$ cat config.mk
export PLATFORM = sky130hd
export DESIGN_NAME = spi_dac_responder
export DESIGN_NICKNAME = d
export VERILOG_FILES = /design/src/rtl/spi_dac_responder.sv
export SDC_FILE = /design/constraint.sdc
export NUM_CORES = 1
export LEC_CHECK = 0
export ABC_AREA = 1
export CORE_MARGIN = 10
export CORE_UTILIZATION = 50
export DETAILED_ROUTE_END_ITERATION = 6
export PLACE_DENSITY = 0.76
export SYNTH_ARGS = -nofsm -noshare
export SYNTH_HDL_FRONTEND = slang
export SYNTH_SLANG_ARGS = --single-unit
$ cat constraint.sdc
create_clock -name clk -period 3.3 [get_ports clk]
set_input_delay 0.495 -clock clk [delete_from_list [all_inputs] [get_ports clk]]
set_output_delay 0.495 -clock clk [all_outputs]
set_load 0.05 [all_outputs]
$ cat src/rtl/spi_dac_responder.sv
// rtl/spi_dac_responder.sv - SPI mode-0 responder standing in for the DAC; SPI_ECHO_EN makes it echo the last good word
module spi_dac_responder #(
    parameter int WIDTH       = 8,
    parameter int SYNC_STAGES = 2
) (
    input  logic             clk,
    input  logic             n_reset,
    input  logic             sclk,
    input  logic             cs,
    input  logic             mosi,
    output logic             miso,
    input  logic [WIDTH-1:0] tx_data,
    output logic [WIDTH-1:0] rx_data,
    output logic             rx_valid,
    output logic             frame_err,
    output logic             busy
);

    localparam int CW = $clog2(WIDTH + 2);

    typedef enum logic [1:0] {
        ST_IDLE,
        ST_SHIFT,
        ST_END
    } state_t;

    state_t                 state;
    logic [SYNC_STAGES-1:0] sclk_sync;
    logic [SYNC_STAGES-1:0] cs_sync;
    logic [SYNC_STAGES-1:0] mosi_sync;
    logic                   sclk_prev;
    logic                   cs_prev;
    logic [SYNC_STAGES:0]   fill;
    logic [WIDTH-1:0]       tx_shift;
    logic [WIDTH-1:0]       rx_shift;
    logic [CW-1:0]          bit_cnt;
    logic [WIDTH-1:0]       load_word;

    logic sclk_s;
    logic cs_s;
    logic mosi_s;
    logic sync_ready;
    logic sclk_rise;
    logic sclk_fall;
    logic cs_rise;
    logic cs_fall;

    assign sclk_s = sclk_sync[SYNC_STAGES-1];
    assign cs_s   = cs_sync[SYNC_STAGES-1];
    assign mosi_s = mosi_sync[SYNC_STAGES-1];

    // After reset the chain holds reset values, not pin samples; a cs fall only
    // counts once the previous-sample register carries a genuine high cs.
    assign sync_ready = fill[SYNC_STAGES];

    assign sclk_rise = sclk_s & ~sclk_prev;
    assign sclk_fall = ~sclk_s & sclk_prev;
    assign cs_rise   = cs_s & ~cs_prev;
    assign cs_fall   = sync_ready & cs_prev & ~cs_s;

`ifdef SPI_ECHO_EN
    assign load_word = rx_data;
`else
    assign load_word = tx_data;
`endif

    always_ff @(posedge clk) begin
        if (!n_reset) begin
            sclk_sync <= '0;
            cs_sync   <= '1;
            mosi_sync <= '0;
            sclk_prev <= 1'b0;
            cs_prev   <= 1'b1;
            fill      <= '0;
        end else begin
            sclk_sync <= {sclk_sync[SYNC_STAGES-2:0], sclk};
            cs_sync   <= {cs_sync[SYNC_STAGES-2:0], cs};
            mosi_sync <= {mosi_sync[SYNC_STAGES-2:0], mosi};
            sclk_prev <= sclk_s;
            cs_prev   <= cs_s;
            fill      <= {fill[SYNC_STAGES-1:0], 1'b1};
        end
    end

    always_ff @(posedge clk) begin
        if (!n_reset) begin
            state     <= ST_IDLE;
            tx_shift  <= '0;
            rx_shift  <= '0;
            bit_cnt   <= '0;
            rx_data   <= '0;
            rx_valid  <= 1'b0;
            frame_err <= 1'b0;
            busy      <= 1'b0;
            miso      <= 1'b0;
        end else begin
            rx_valid  <= 1'b0;
            frame_err <= 1'b0;
            case (state)
                ST_IDLE: begin
                    busy <= 1'b0;
                    miso <= 1'b0;
                    if (cs_fall) begin
                        tx_shift <= load_word;
                        miso     <= load_word[WIDTH-1];
                        bit_cnt  <= '0;
                        busy     <= 1'b1;
                        state    <= ST_SHIFT;
                    end
                end
                ST_SHIFT: begin
                    busy <= 1'b1;
                    // cs rise has priority over any sclk edge seen in the same cycle
                    if (cs_rise) begin
                        miso  <= 1'b0;
                        state <= ST_END;
                    end else if (sclk_rise) begin
                        rx_shift <= {rx_shift[WIDTH-2:0], mosi_s};
                        if (bit_cnt != CW'(WIDTH + 1)) begin
                            bit_cnt <= bit_cnt + CW'(1);
                        end
                    end else if (sclk_fall) begin
                        if (bit_cnt < CW'(WIDTH)) begin
                            tx_shift <= {tx_shift[WIDTH-2:0], 1'b0};
                            miso     <= tx_shift[WIDTH-2];
                        end else begin
                            miso <= 1'b0;
                        end
                    end
                end
                ST_END: begin
                    if (bit_cnt == CW'(WIDTH)) begin
                        rx_data  <= rx_shift;
                        rx_valid <= 1'b1;
                    end else begin
                        frame_err <= 1'b1;
                    end
                    busy  <= 1'b0;
                    state <= ST_IDLE;
                end
                default: begin
                    state <= ST_IDLE;
                end
            endcase
        end
    end

endmodule

* After elaboration in Yosys (flattened, before gate mapping)
Cells that the tools add are included.
** Operators by class
- Add/sub/neg operators :: 1
- $lt $le $gt $ge :: 1
- Equality and inequality tests :: 14
- Mux-type cells :: 25
- Bitwise operators :: 10
- Reductions and logical operators :: 10
** Operator list (count)
- 7-bit 2-to-1 mux :: 5
- 4-bit 2-to-1 mux :: 4
- 2-bit != test (second input constant) :: 8
- 7-bit case mux with 2 select lines :: 1
- 1-bit 2-to-1 mux :: 9
- 4-bit case mux with 2 select lines :: 1
- 3-bit != test (second input constant) :: 2
- 2-bit AND reduction :: 3
- 3-bit AND reduction :: 2
- 6-bit AND reduction :: 1
- 1-bit AND :: 5
- 1-bit inverter :: 5
- 5-bit AND reduction :: 1
- 4-bit by 1-bit adder with 4-bit output (second input constant) :: 1
- 4-bit equality test (second input constant) :: 1
- 4-bit less-than comparator (second input constant) :: 1
- 2-bit 2-to-1 mux :: 2
- 4-bit != test (second input constant) :: 1
- 2-bit case mux with 2 select lines :: 1
- 1-bit case mux with 3 select lines :: 1
- 3-bit nonzero test :: 1
- 2-bit by 1-bit equality test with 1-bit output (second input constant) :: 1
- 2-bit equality test (second input constant) :: 1
- 2-bit zero test :: 1
- other kinds (2) :: 2
** Word-level totals
- Flip-flop bits (word level) :: 44
- Bits of input ports :: 13
- Output and inout port bits :: 12
- Word-level logic and storage cells :: 77

* Longest topological paths before layout
- Word-level depth :: 6
- Gate-level depth with buffers :: 10
- Mapped depth without buffers :: 9

* Least setup slack after synthesis
OpenSTA, ideal clock, no wires.
- Path type :: reg2reg
- Start :: register state[1]
- End :: register tx_shift[1]
- Library setup time :: 64 ps
- Arrival time :: 1357 ps
- Data required time :: 3236 ps
- Path slack :: 1879 ps
- Stages on the path, launching flop included :: 11
- Buffers on the path :: 2
- Period minus slack after synthesis :: 1421 ps
- Cells stage by stage :: dfxtp_1 > inv_1 > ha_1 > buf_6 > nand3_2 > nand2_2 > nor2_4 > and2_1 > buf_6 > nor2_1 > nor2_1
** Between the ends
- Cells in the longest elaborated chain, start to end :: 3
- Elaborated cells on any way between the ends :: 10
- Classes of those cells :: 6 x eq/ne; 1 x mux; 3 x reduce/logical
** RTL lines
- start, declared :: RTL line 27 : state_t state;
- start signal, assigned :: RTL line 87 : state <= ST_IDLE;
- start signal, assigned :: RTL line 108 : state <= ST_SHIFT;
- start signal, assigned :: RTL line 116 : state <= ST_END;
- 2-bit by 1-bit equality test with 1-bit output or 2-bit zero test (tied branches) :: RTL line 99 : case (state)
- 2-bit != test (no line) or 2-bit nonzero test (tied branches)
- 6-bit AND reduction (no line)
- end signal, assigned :: RTL line 104 : tx_shift <= load_word;
- end signal, assigned :: RTL line 124 : tx_shift <= {tx_shift[WIDTH-2:0], 1'b0};
- end, declared :: RTL line 34 : logic [WIDTH-1:0] tx_shift;
Parallel ways exist; a longest one is shown, timed or not.
A chain may end at the register's enable or synchronous reset.

* Worst setup path in the final report
- Start :: register state[1]
- End :: register tx_shift[0]
The elaborated chain is that of the path after synthesis.

==> results.rst <==
.. list-table::
   :header-rows: 1

   * - Metric
     - Value
   * - Result of the run
     - completed
   * - Length of the first detailed-routing pass in iterations
     - 4
   * - Final number of max-transition violations
     - 0
   * - CTS tree
     - built
   * - Final TNS setup
     - 0 ns
   * - Clk slew on worst S/H paths
     - 0.09 ns
   * - Number of global-route vias before repair
     - 1376
   * - Setup skew after layout
     - 0.01020 ns
   * - Number of buffer and inverter instances along the worst setup path
     - 1
   * - Power density over cell area
     - 603.3 nW/um2
   * - Post-Syn Area per Cell
     - 7.561 um2
   * - Slowest stage cell, crit path
     - ha_1
   * - Final design area excluding fillers
     - 2327 um2
   * - Initial antenna violation count
     - 0
   * - Clock sinks
     - 44
   * - Worst Setup End Kind
     - flop
   * - Setup repair after global routing missed its margin
     - no
   * - Gate family responsible for the most delay along the worst path
     - simple AND/OR/NAND/NOR gates
   * - Maximum clock frequency
     - 477.2 MHz
   * - Worst path arrival time
     - 2.34 ns
   * - Aggregate global routing overflow
     - 0
   * - Synthesis-stage register bit count
     - 44
   * - Leading cell type by number of instances after synthesis
     - nand2_1
   * - Wire length of the first global-routing pass
     - 6265 um
   * - Worst hold margin
     - 0.4192 ns
   * - Proportion of register bits with asynchronous set or reset after synthesis
     - 0%
   * - DRC
     - 0
   * - Finish-stage setup viols
     - 0
   * - Post-Synthesis Cells
     - 254
   * - Avg WL per Cell
     - 11.51 um
   * - Post-Place Cells
     - 317
   * - Placement-stage worst setup slack
     - 1.229 ns
   * - Worst vdd ir
     - 422.7 uV
   * - Number of warnings reported in the yosys synthesis log
     - 0
   * - Critical Path Start Type
     - flop
   * - Max H-tree Level
     - 2
   * - Netlist cell types
     - 25
   * - Simple-gate share of the synthesized area
     - 29.32%
   * - Slew HR
     - 60.48%
   * - Initial Utilization
     - 52.07%
   * - Standard cell core area
     - 3689 um2
   * - I/O pin cnt
     - 25
   * - Root Buffer Master
     - clkbuf_8
   * - Required time at the endpoint of the critical path
     - 3.54 ns
   * - Placement Rows
     - 22
   * - Critical Path, Cell by Cell
     - inv_1, ha_1, nor2_1, a21oi_2, and2_1, nor2_1, nor2_1
   * - Final ANT Viol Nets
     - 0
   * - Adder-cell share of the synthesized area
     - 5.212%
   * - CTS hold repair buffers
     - 0
   * - CP max stage delay
     - 0.54 ns
   * - Critical path start-end classification
     - reg -> reg
   * - Post-layout total power
     - 1.404 mW
   * - Post-synthesis cell area
     - 1921 um2
   * - Slew at the pin closest to its max-slew limit
     - 0.5928 ns
   * - Fraction of synthesized cell area taken by the top area cell type
     - 45.86%
   * - Buffers on Ports
     - 24
   * - Share of the core filled with cells in the final layout
     - 63.09%
   * - Maximum buffer depth of the clock tree
     - 2
   * - Number of enable-type register cells in the synthesized netlist
     - 0
   * - Most instantiated flip-flop cell in the synthesis netlist
     - dfxtp_1
   * - Largest area contributor in the netlist
     - dfxtp_1
   * - Overall die area
     - 6720 um2
   * - Combinational family with the most area after synthesis
     - simple AND/OR/NAND/NOR gates
   * - Die boundary height
     - 81.98 um
   * - Mean number of vias per cell
     - 4.834
   * - Critical R2R Launch
     - state[1]
   * - Area growth syn-to-layout
     - 21.17%
   * - Post-CTS repair timing setup buffer count
     - 0
   * - Placement Cell Area
     - 2168 um2
   * - Global-route total usage across every layer
     - 11.84%
   * - Most frequent cells after synthesis
     - 53 x nand2_1, 44 x dfxtp_1, 38 x nor2_1
   * - Final Worst Setup Slack
     - 1.205 ns
   * - Minimum clock period after layout
     - 2.095 ns
   * - Number of max-cap violations
     - 0
   * - Number of non-filler instances in the completed layout
     - 325
   * - Fill cell instance count of the final layout
     - 335
   * - Horizontal die dimension
     - 81.98 um
   * - Top cell by count, worst path
     - nor2_1
   * - CTS buffer count
     - 5
   * - Compound-Gate Fraction of Synth Area
     - 10.94%
   * - Number of nets in the synthesized netlist
     - 275
   * - Resized cells post-CTS
     - 0
   * - Count of final hold-check violations
     - 0
   * - Global placer's final weighted congestion
     - 0.8279
   * - Routed WL
     - 3741 um
   * - Detailed-route via count
     - 1571
   * - Violation count after the first detailed-route iteration
     - 238
   * - Share of the yosys chip area belonging to registers
     - 45.86%
   * - Max FO, Critical Path
     - 16
   * - DP HPWL
     - 2581 um
   * - Largest net degree at the start of global routing
     - 31
   * - Pleak
     - 0.9835 nW
   * - Share of cells above drive strength 1
     - 9.747%
   * - Final net count
     - 297
   * - Worst-skew pair later-pin latency
     - 0.30 ns
   * - Count of antenna diodes in the layout
     - 0
   * - Worst hold path startpoint
     - cs_sync[0]
   * - Period Utilization, post-route
     - 63.50%
   * - Multiplexer share of the synthesized area
     - 0%
   * - Hold crit path type
     - reg -> reg
   * - Area contributors post-synth
     - dfxtp_1 46%, nand2_1 10%, nor2_1 7.4%, nand3_1 6.0%, ha_1 5.2%
   * - Xor/xnor cell area share of the yosys netlist
     - 0.4560%
   * - Worst setup path startpoint
     - state[1]
==> cell usage in the layout (no fill, tap or decap), types with 2 or more instances in the layout <==
cell             count
a21boi_0             6
a21oi_1             15
a21oi_2              2
bufinv_16            3
clkbuf_8             5
clkdlybuf4s50_1     24
dfxtp_1             44
ha_1                 8
inv_1               23
inv_2                3
nand2_1             53
nand2_2              2
nand3_1             23
nand3_2              2
nor2_1              38
nor2_2               4
o21ai_0             13
or2_2                3
==> report_power, final <==
group          switching, mW  internal [mW]
registers             0.0234          0.569
logic                  0.159         0.0874
clock network          0.186          0.379
==> registers in the layout, summed over array words and instances (netlist names) <==
| signal | count |
|---|---|
| bit_cnt | 4 |
| busy | 1 |
| cs_prev | 1 |
| cs_sync | 2 |
| fill | 3 |
| frame_err | 1 |
| miso | 1 |
| mosi_sync | 2 |
| rx_data | 8 |
| rx_shift | 8 |
| rx_valid | 1 |
| sclk_prev | 1 |
| sclk_sync | 2 |
| state | 2 |
| tx_shift | 7 |
==> path summary, 6_finish.rpt <==
check / end / slack, ns / cells past startpoint
max: tx_shift[0] / 1.20 / 7
min: cs_sync[1] / 0.42 / 1
max reg2reg: tx_shift[0] / 1.20 / 7
min reg2reg: cs_sync[1] / 0.42 / 1
==> per-layer routing <==
metal  global-route usage (%)  share of wire, %
met4                    3.571              0.99
met1                    15.78                49
met5                        0                 0
met3                    5.349               6.2
met2                    16.69                44
==> logic make-up (layout without fill, tap and decap cells) <==
group                    Yosys count  in the layout
buffers and inverters             36             59
XOR/XNOR                           1              1
AND/OR/NAND/NOR                  128            128
AO/OA/AOI/OAI                     37             37
adder cells (fa/ha/maj)            8              8
flip-flops                        44             44
==> worst reg2reg max path, cell delays in order, from the launching register on <==
cell,delay (ns)
dfxtp_1,0.34
inv_1,0.10
ha_1,0.54
nor2_1,0.12
a21oi_2,0.41
and2_1,0.35
nor2_1,0.07
nor2_1,0.09
==> area by class of cell <==
| cell class | instances | area (um2) | area share (%) |
|---|---|---|---|
| multi-input cells | 174 | 882.1 | 37.90 |
| clock buffers | 5 | 68.82 | 2.957 |
| clock inverters | 3 | 90.09 | 3.871 |
| repair buffers | 25 | 247.7 | 10.65 |
| well taps | 48 | 60.06 | 2.581 |
| flip-flops and latches | 44 | 880.8 | 37.85 |
| inverters | 26 | 97.59 | 4.194 |
Power figures use the tool's default switching activity.
